### src/rtl/compound_rr_arbiter.sv
// Two-requester round-robin arbiter forwarding CompoundType payloads over a sync/notify handshake.
// Optional write-priority tie-break on contention is enabled by defining ARB_WRITE_PRIO_EN.

typedef enum logic {
   ModeRead  = 1'b0,
   ModeWrite = 1'b1
} compound_mode_e;

typedef struct packed {
   compound_mode_e mode;
   logic [15:0]    x;
   logic [15:0]    y;
} CompoundType;

module compound_rr_arbiter #(
   parameter int unsigned CNT_W = 8
) (
   input  logic              clk,
   input  logic              rst,
   input  CompoundType       req0_in,
   input  logic              req0_in_sync,
   output logic              req0_in_notify,
   input  CompoundType       req1_in,
   input  logic              req1_in_sync,
   output logic              req1_in_notify,
   output CompoundType       arb_out,
   input  logic              arb_out_sync,
   output logic              arb_out_notify,
   output logic              grant_id,
   output logic [CNT_W-1:0]  grant_cnt0,
   output logic [CNT_W-1:0]  grant_cnt1
);

   typedef enum logic [1:0] {
      StIdle,
      StGrant,
      StSend
   } state_e;

   localparam CompoundType ResetPayload = '{mode: ModeRead, x: 16'd0, y: 16'd0};

   state_e             state_q, state_d;
   logic               rr_ptr_q, rr_ptr_d;
   logic               gid_q, gid_d;
   logic               notify0_q, notify0_d;
   logic               notify1_q, notify1_d;
   logic               out_notify_q, out_notify_d;
   CompoundType        out_q, out_d;
   logic [CNT_W-1:0]   cnt0_q, cnt0_d;
   logic [CNT_W-1:0]   cnt1_q, cnt1_d;

   logic               pick1;
   logic               win_sync;
   CompoundType        win_data;

   // Winner when sampling in idle; only meaningful if at least one sync is high.
   always_comb begin
      pick1 = rr_ptr_q;
`ifdef ARB_WRITE_PRIO_EN
      if (req0_in.mode != req1_in.mode) begin
         pick1 = (req1_in.mode == ModeWrite);
      end
`endif
      if (!req0_in_sync) begin
         pick1 = 1'b1;
      end else if (!req1_in_sync) begin
         pick1 = 1'b0;
      end
   end

   assign win_sync = gid_q ? req1_in_sync : req0_in_sync;
   assign win_data = gid_q ? req1_in : req0_in;

   always_comb begin
      state_d      = state_q;
      rr_ptr_d     = rr_ptr_q;
      gid_d        = gid_q;
      notify0_d    = 1'b0;
      notify1_d    = 1'b0;
      out_notify_d = out_notify_q;
      out_d        = out_q;
      cnt0_d       = cnt0_q;
      cnt1_d       = cnt1_q;

      unique case (state_q)
         StIdle: begin
            out_notify_d = 1'b0;
            if (req0_in_sync || req1_in_sync) begin
               gid_d     = pick1;
               notify0_d = !pick1;
               notify1_d = pick1;
               state_d   = StGrant;
            end
         end
         StGrant: begin
            if (win_sync) begin
               out_d        = win_data;
               out_notify_d = 1'b1;
               rr_ptr_d     = !gid_q;
               if (gid_q) begin
                  if (cnt1_q != {CNT_W{1'b1}}) cnt1_d = cnt1_q + CNT_W'(1);
               end else begin
                  if (cnt0_q != {CNT_W{1'b1}}) cnt0_d = cnt0_q + CNT_W'(1);
               end
               state_d = StSend;
            end else begin
               // Winner withdrew before the transfer: abandon without side effects.
               state_d = StIdle;
            end
         end
         StSend: begin
            if (arb_out_sync) begin
               out_notify_d = 1'b0;
               state_d      = StIdle;
            end
         end
         default: begin
            state_d      = StIdle;
            out_notify_d = 1'b0;
         end
      endcase
   end

   always_ff @(posedge clk or negedge rst) begin
      if (!rst) begin
         state_q      <= StIdle;
         rr_ptr_q     <= 1'b0;
         gid_q        <= 1'b0;
         notify0_q    <= 1'b0;
         notify1_q    <= 1'b0;
         out_notify_q <= 1'b0;
         out_q        <= ResetPayload;
         cnt0_q       <= '0;
         cnt1_q       <= '0;
      end else begin
         state_q      <= state_d;
         rr_ptr_q     <= rr_ptr_d;
         gid_q        <= gid_d;
         notify0_q    <= notify0_d;
         notify1_q    <= notify1_d;
         out_notify_q <= out_notify_d;
         out_q        <= out_d;
         cnt0_q       <= cnt0_d;
         cnt1_q       <= cnt1_d;
      end
   end

   assign req0_in_notify = notify0_q;
   assign req1_in_notify = notify1_q;
   assign arb_out_notify = out_notify_q;
   assign arb_out        = out_q;
   assign grant_id       = gid_q;
   assign grant_cnt0     = cnt0_q;
   assign grant_cnt1     = cnt1_q;

endmodule

### config.mk
export PLATFORM = sky130hd
export DESIGN_NAME = compound_rr_arbiter
export DESIGN_NICKNAME = d
export VERILOG_FILES = /design/src/rtl/compound_rr_arbiter.sv
export SDC_FILE = /design/constraint.sdc
export NUM_CORES = 1
export LEC_CHECK = 0
export CORE_UTILIZATION = 40
export DETAILED_ROUTE_END_ITERATION = 6
export MAX_ROUTING_LAYER = met4
export PLACE_DENSITY = 0.74
export REMOVE_ABC_BUFFERS = 1
export SYNTH_ARGS = -nofsm -noshare
export SYNTH_HDL_FRONTEND = slang
export SYNTH_SLANG_ARGS = --single-unit
### constraint.sdc
create_clock -name clk -period 2 [get_ports clk]
set_clock_uncertainty 0.2 [all_clocks]
set_input_delay 0.4 -clock clk [delete_from_list [all_inputs] [get_ports clk]]
set_output_delay 0.4 -clock clk [all_outputs]
set_load 0.03 [all_outputs]
==> results of run 1 <==
## sequential cells by signal, indices dropped and copies added (netlist names)
name and count:
grant_cnt0 8, rr_ptr_q 1, req1_in_notify 1, arb_out_notify 1, state_q 2, grant_id 1, grant_cnt1 8, arb_out 33
req0_in_notify 1
## through the flow
stage / total power [µW] / utilization (%)
after floorplan: 3880 / -
after global placement: 5330 / 63.2
after detailed placement: 5400 / 63.2
after CTS: 6160 / 65.0
after global routing: 6460 / 65.2
final: 6080 / 65.2
## layer usage
layer / wire length (µm) / vias to the layer above
met4: 104 / 0
li1: - / 1203
met5: 0 / -
met3: 441 / 10
met1: 3140 / 1170
met2: 3520 / 95
## repair_timing
action                                 CTS  global route
setup endpoints to repair               17             5
resized for setup                       17             5
hold buffers                             1             0
endpoints found under the hold margin   56             0
## synthesized netlist by cell type, types with 2 or more instances
| master | number | share of area, % |
|---|---|---|
| inv_1 | 2 | 0.27 |
| nand4_1 | 2 | 0.45 |
| nor2_1 | 2 | 0.27 |
| and3_1 | 4 | 0.90 |
| a21oi_1 | 2 | 0.36 |
| mux2i_1 | 17 | 6.1 |
| clkbuf_1 | 8 | 1.1 |
| nand3_1 | 4 | 0.72 |
| dfrtp_1 | 56 | 50 |
| xnor2_1 | 7 | 2.2 |
| mux2_1 | 5 | 2.0 |
| ha_1 | 2 | 0.90 |
| nor3_1 | 2 | 0.36 |
| o2111ai_1 | 3 | 0.95 |
| nand2b_1 | 2 | 0.45 |
| o211ai_1 | 6 | 1.6 |
| and4_1 | 2 | 0.63 |
| buf_6 | 5 | 2.0 |
| o211ai_2 | 12 | 5.4 |
| buf_4 | 2 | 0.54 |
| nand2_1 | 41 | 5.5 |
| o21ai_1 | 17 | 3.1 |
| o21ai_0 | 34 | 6.1 |
| buf_2 | 2 | 0.36 |
## power groups by stage
stage	combinational, µW	clock, µW	sequential (µW)
after detailed placement	3460	0	1950
final	3350	798	1930
after floorplan	1040	0	2840
after global placement	3390	0	1940
after CTS	3400	834	1930
after global routing	3600	867	1990
## logic make-up (layout without fill, tap and decap cells)
family          count (synthesis)  count (layout)  share of synthesized area (%)
mux                            23              23                           8.56
compound gates                 83              83                           20.5
flops                          56              56                           50.5
fa+ha+maj                       2               2                          0.901
simple gates                   69              69                           12.7
buf+inv                        19             151                           4.28
xor+xnor                        8               8                           2.52
## area by class of cell
class | instances | area [µm²]
fill | 538 | 2270
sequential | 56 | 1400
timing repair buffer | 141 | 1370
multi-input combinational | 185 | 1260
clock buffer | 7 | 96.3
tap | 77 | 96.3
clock inverter | 1 | 30.0
inverter | 2 | 7.51
## final timing paths
path                                     from            end  slack [ps]  cells after the start
worst max-delay path              arb_out[25]    arb_out[25]          40                      1
worst min-delay path                 rr_ptr_q       rr_ptr_q         300                      1
worst max register to register  grant_cnt1[0]  grant_cnt1[1]         220                      4
worst min register to register       rr_ptr_q       rr_ptr_q         300                      1
max in group asynchronous                 rst       grant_id         920                      3
min in group asynchronous                 rst     arb_out[1]         410                      3
==> flow_summary.json, run 1 <==
{
  "status": "finished, final reports clean",
  "power_density_mw_per_mm2": 1430,
  "met3_usage_pct": 4.18,
  "stdcell_count": 469,
  "yosysSeqAreaShare_pct": 50.5,
  "hold_violations": 0,
  "period_needed_ps": 1960,
  "rows": 29,
  "slowest_delay_ps": 680,
  "clockBufferDepth": 2,
  "place_area_mm2": 0.00413,
  "grt_overflow": 0,
  "die_area_mm2": 0.00728,
  "first_iter_violations": 77,
  "synthCells": 260,
  "intPower_uw": 3450,
  "grt_pass1_wl_um": 11900,
  "cts-buffers-inserted": 5,
  "synthToLayoutAreaGrowth_pct": 53.4,
  "clkPwrFrac_pct": 13.1,
  "avgSynthCellArea_um2": 10.7,
  "gp_congestion": 0.781,
  "clkLatencyLatePin_ps": 310,
  "drv_slew": 0,
  "critPathTopFamily": "buffers and inverters",
  "grt_usage_pct": 21.4,
  "maxCapViolations": 0,
  "arrival_ps": 1360,
  "drtAntennaViolNets": 0,
  "grt_max_degree": 57,
  "place_ws_ps": -130,
  "final_common_cell": "clkdlybuf4s50_1",
  "start_kind": "register",
  "cts_tree": "yes",
  "busiest_layer": "met2",
  "antenna_cells": 0,
  "avgViaCountPerCell": 5.28,
  "netlist_area_mm2": 0.00278,
  "core_region_area_mm2": 0.00653,
  "htreeDepth": 2,
  "use_met2_pct": 35.6,
  "start_util_pct": 42.5,
  "final_area_mm2": 0.00426,
  "tns_ps": 0,
  "peakVddDrop_v": 0.000682,
  "comb_power_share_pct": 55.2,
  "grt_pass1_vias": 2427,
  "cts_setup_buffers": 0,
  "drc": 0,
  "numPortBuffers": 123,
  "die_w_um": 85.3,
  "hpwl_um": 5150,
  "rsz0062_at_grt": "no",
  "setup_slack_ps": 40.5,
  "power.share.sequential_pct": 31.7,
  "holdWs_ps": 299,
  "cellLeakagePower_uw": 0.00193,
  "numClockSinks": 56,
  "cp_slowest_cell": "clkdlybuf4s50_1",
  "finalCritPeriodShare_pct": 98.0,
  "required_ps": 1400,
  "tightest_slew_ps": 389,
  "antenna_found_initial": 0,
  "fmax_mhz": 510,
  "switching_power_uw": 2630,
  "dr.pass1.iters": 4,
  "place_inst": 460,
  "layout_common_cells": "clkdlybuf4s50_1 (99), dfrtp_1 (55), nand2_1 (41)",
  "ys_types": 45,
  "pin_count": 124,
  "cp_num_buf_inv": 1,
  "drive_above_1_share_pct": 12.8,
  "synth_seq_cells": 56,
  "worst-path-max-fanout": 2,
  "synth_edf_count": 0,
  "hold_class": "register to register",
  "setup_viol": 0,
  "routedWlPerCell_um": 15.4,
  "grt_use_met1_pct": 27.0,
  "slew_headroom_pct": 74.1,
  "synth-main-ff-cell": "dfrtp_1",
  "async_flop_share_pct": 100,
  "die_y_um": 85.3,
  "clk_pin_slew_worst_paths_ps": 90,
  "crit_path_cell_trace": "clkdlybuf4s50_1",
  "vias": 2478,
  "yosys_warnings": 0,
  "nets": 464,
  "switching_share_pct": 43.3,
  "crit_path_end_kind": "primary output",
  "cts_root_buf": "clkbuf_8",
  "drt-total-wl_um": 7210,
  "crit_type": "register to primary output"
}
Power figures use the tool's default switching activity.
==> inputs of run 2 (changes only) <==
Settings changed: SETUP_SLACK_MARGIN from default to 0.5.
==> run 2 against run 1 <==
Against the previous run:
- sequential power up 3%
- combinational power is 21% higher
- via count up 7.9%
- setup slack better by 310 ps
- global-route usage up 1.8 points
- non-clock buffer count is 30 higher
- sequential share of layout area decreased by 3.0 points
- core utilization grew 7.1 points
- cell count up 6.4%
- largest power group unchanged
==> flow_summary.json, run 2 (same netlist as run 1, synthesis figures left out) <==
{
  "status": "finished, final reports clean",
  "numPortBuffers": 123,
  "synthToLayoutAreaGrowth_pct": 70.0,
  "ff2ff_path_depth": 4,
  "slew_headroom_pct": 76.5,
  "drc": 0,
  "routedWlPerCell_um": 16.8,
  "drtAntennaViolNets": 0,
  "die_y_um": 85.3,
  "first_iter_violations": 106,
  "hold_violations": 0,
  "antenna_found_initial": 0,
  "grt_pass1_vias": 2624,
  "finalCritPeriodShare_pct": 82.3,
  "tns_ps": 0,
  "grt_usage_pct": 23.1,
  "worst-path-max-fanout": 3,
  "drive_above_1_share_pct": 38.6,
  "period_needed_ps": 1650,
  "cellLeakagePower_uw": 0.00213,
  "hold_class": "register to register",
  "hpwl_um": 5150,
  "dr.pass1.iters": 4,
  "setup_viol": 0,
  "drv_slew": 0,
  "holdPathStages": 1,
  "peakVddDrop_v": 0.000712,
  "crit_type": "register to register",
  "rows": 29,
  "final_common_cell": "clkdlybuf4s50_1",
  "fmax_mhz": 607,
  "power_density_mw_per_mm2": 1460,
  "die_w_um": 85.3,
  "drt-total-wl_um": 8380,
  "largest_reg_flops": 33,
  "maxCapViolations": 0,
  "grt_max_degree": 57,
  "tightest_slew_ps": 349,
  "layout_common_cells": "clkdlybuf4s50_1 (67), dfrtp_1 (46), buf_6 (41)",
  "die_area_mm2": 0.00728,
  "antenna_cells": 0,
  "grt_pass1_wl_um": 12800,
  "cts_root_buf": "clkbuf_8",
  "clk_pin_slew_worst_paths_ps": 100,
  "rsz0062_at_grt": "yes",
  "crit_path_end_kind": "register",
  "start_util_pct": 42.5,
  "numClockSinks": 56,
  "n_fill_cell": 475,
  "avgViaCountPerCell": 5.36,
  "core_region_area_mm2": 0.00653,
  "gp_congestion": 0.781,
  "vias": 2673,
  "pin_count": 124,
  "grt_overflow": 0,
  "setup_slack_ps": 353,
  "r2r_slack_ps": 350,
  "start_kind": "register",
  "clkLatencyLatePin_ps": 310,
  "htreeDepth": 2,
  "place_ws_ps": -130,
  "clockBufferDepth": 2,
  "required_ps": 2000,
  "nets": 494,
  "finish.utilization_pct": 72.3,
  "arrival_ps": 1650,
  "cts-buffers-inserted": 5,
  "cts_tree": "yes",
  "power.total_uw": 6890
}
run 2: changes by cell type in the layout (fill, tap and decap cells not counted), sizes merged:
cell,change
clkdlybuf4s50,-32
bufbuf,+2
buf,+80
dlymetal6s2s,-5
dlygate4sd2,-15
run 2: critical path: stages, from the launching register on:
cell	delay (ps)
dfrtp_2	430
buf_4	150
nand2_2	100
nor4_2	310
mux2_1	350
run 2: worst paths after layout:
| check | startpoint | endpoint |
|---|---|---|
| setup / recovery | grant_cnt1[1] | grant_cnt1[7] |
| hold / removal | rr_ptr_q | rr_ptr_q |
| setup reg to reg | grant_cnt1[1] | grant_cnt1[7] |
| hold reg to reg | rr_ptr_q | rr_ptr_q |
| max in group asynchronous | rst | grant_cnt1[2] |
| min in group asynchronous | rst | arb_out[1] |
run 2: layer usage:
layer  GRT usage [%]  vias to the layer above  part of all wire [%]
met5               -                        -                     0
met4            6.67                        0                   1.6
met3            4.47                       12                   4.3
met2            39.5                       86                    52
met1            27.9                     1309                    42
li1                -                     1266                     -
run 2: through the flow:
step                      hold slack, ps  area, µm²  cells
after CTS                            304       4440    490
after detailed placement             229       4130    460
after global routing                 337       4720    499
final                                304       4720    499
after floorplan                    -95.6       2670    243
after global placement               225       4130    460
run 2: layout make-up:
| cell class | count | area [µm²] | area share [%] |
|---|---|---|---|
| clock inverter | 1 | 30.0 | 0.636 |
| timing repair buffer | 171 | 1670 | 35.4 |
| sequential | 56 | 1410 | 29.9 |
| clock buffer | 7 | 96.3 | 2.04 |
| inverter | 2 | 7.51 | 0.159 |
| tap | 77 | 96.3 | 2.04 |
| multi-input combinational | 185 | 1410 | 29.8 |
run 2: report_power, final:
| group | internal, µW | switching, µW |
|---|---|---|
| Sequential | 1610 | 384 |
| Clock | 443 | 374 |
| Combinational | 1870 | 2200 |
run 2: timing repair:
action | in CTS | in global routing
endpoints found under the setup margin | 107 | 91
hold buffers | 1 | 0
buffers inserted | 19 | 9
endpoints found under the hold margin | 56 | 0
pin swaps | 17 | 7
gates resized for setup | 323 | 86
gates cloned | 2 | 0
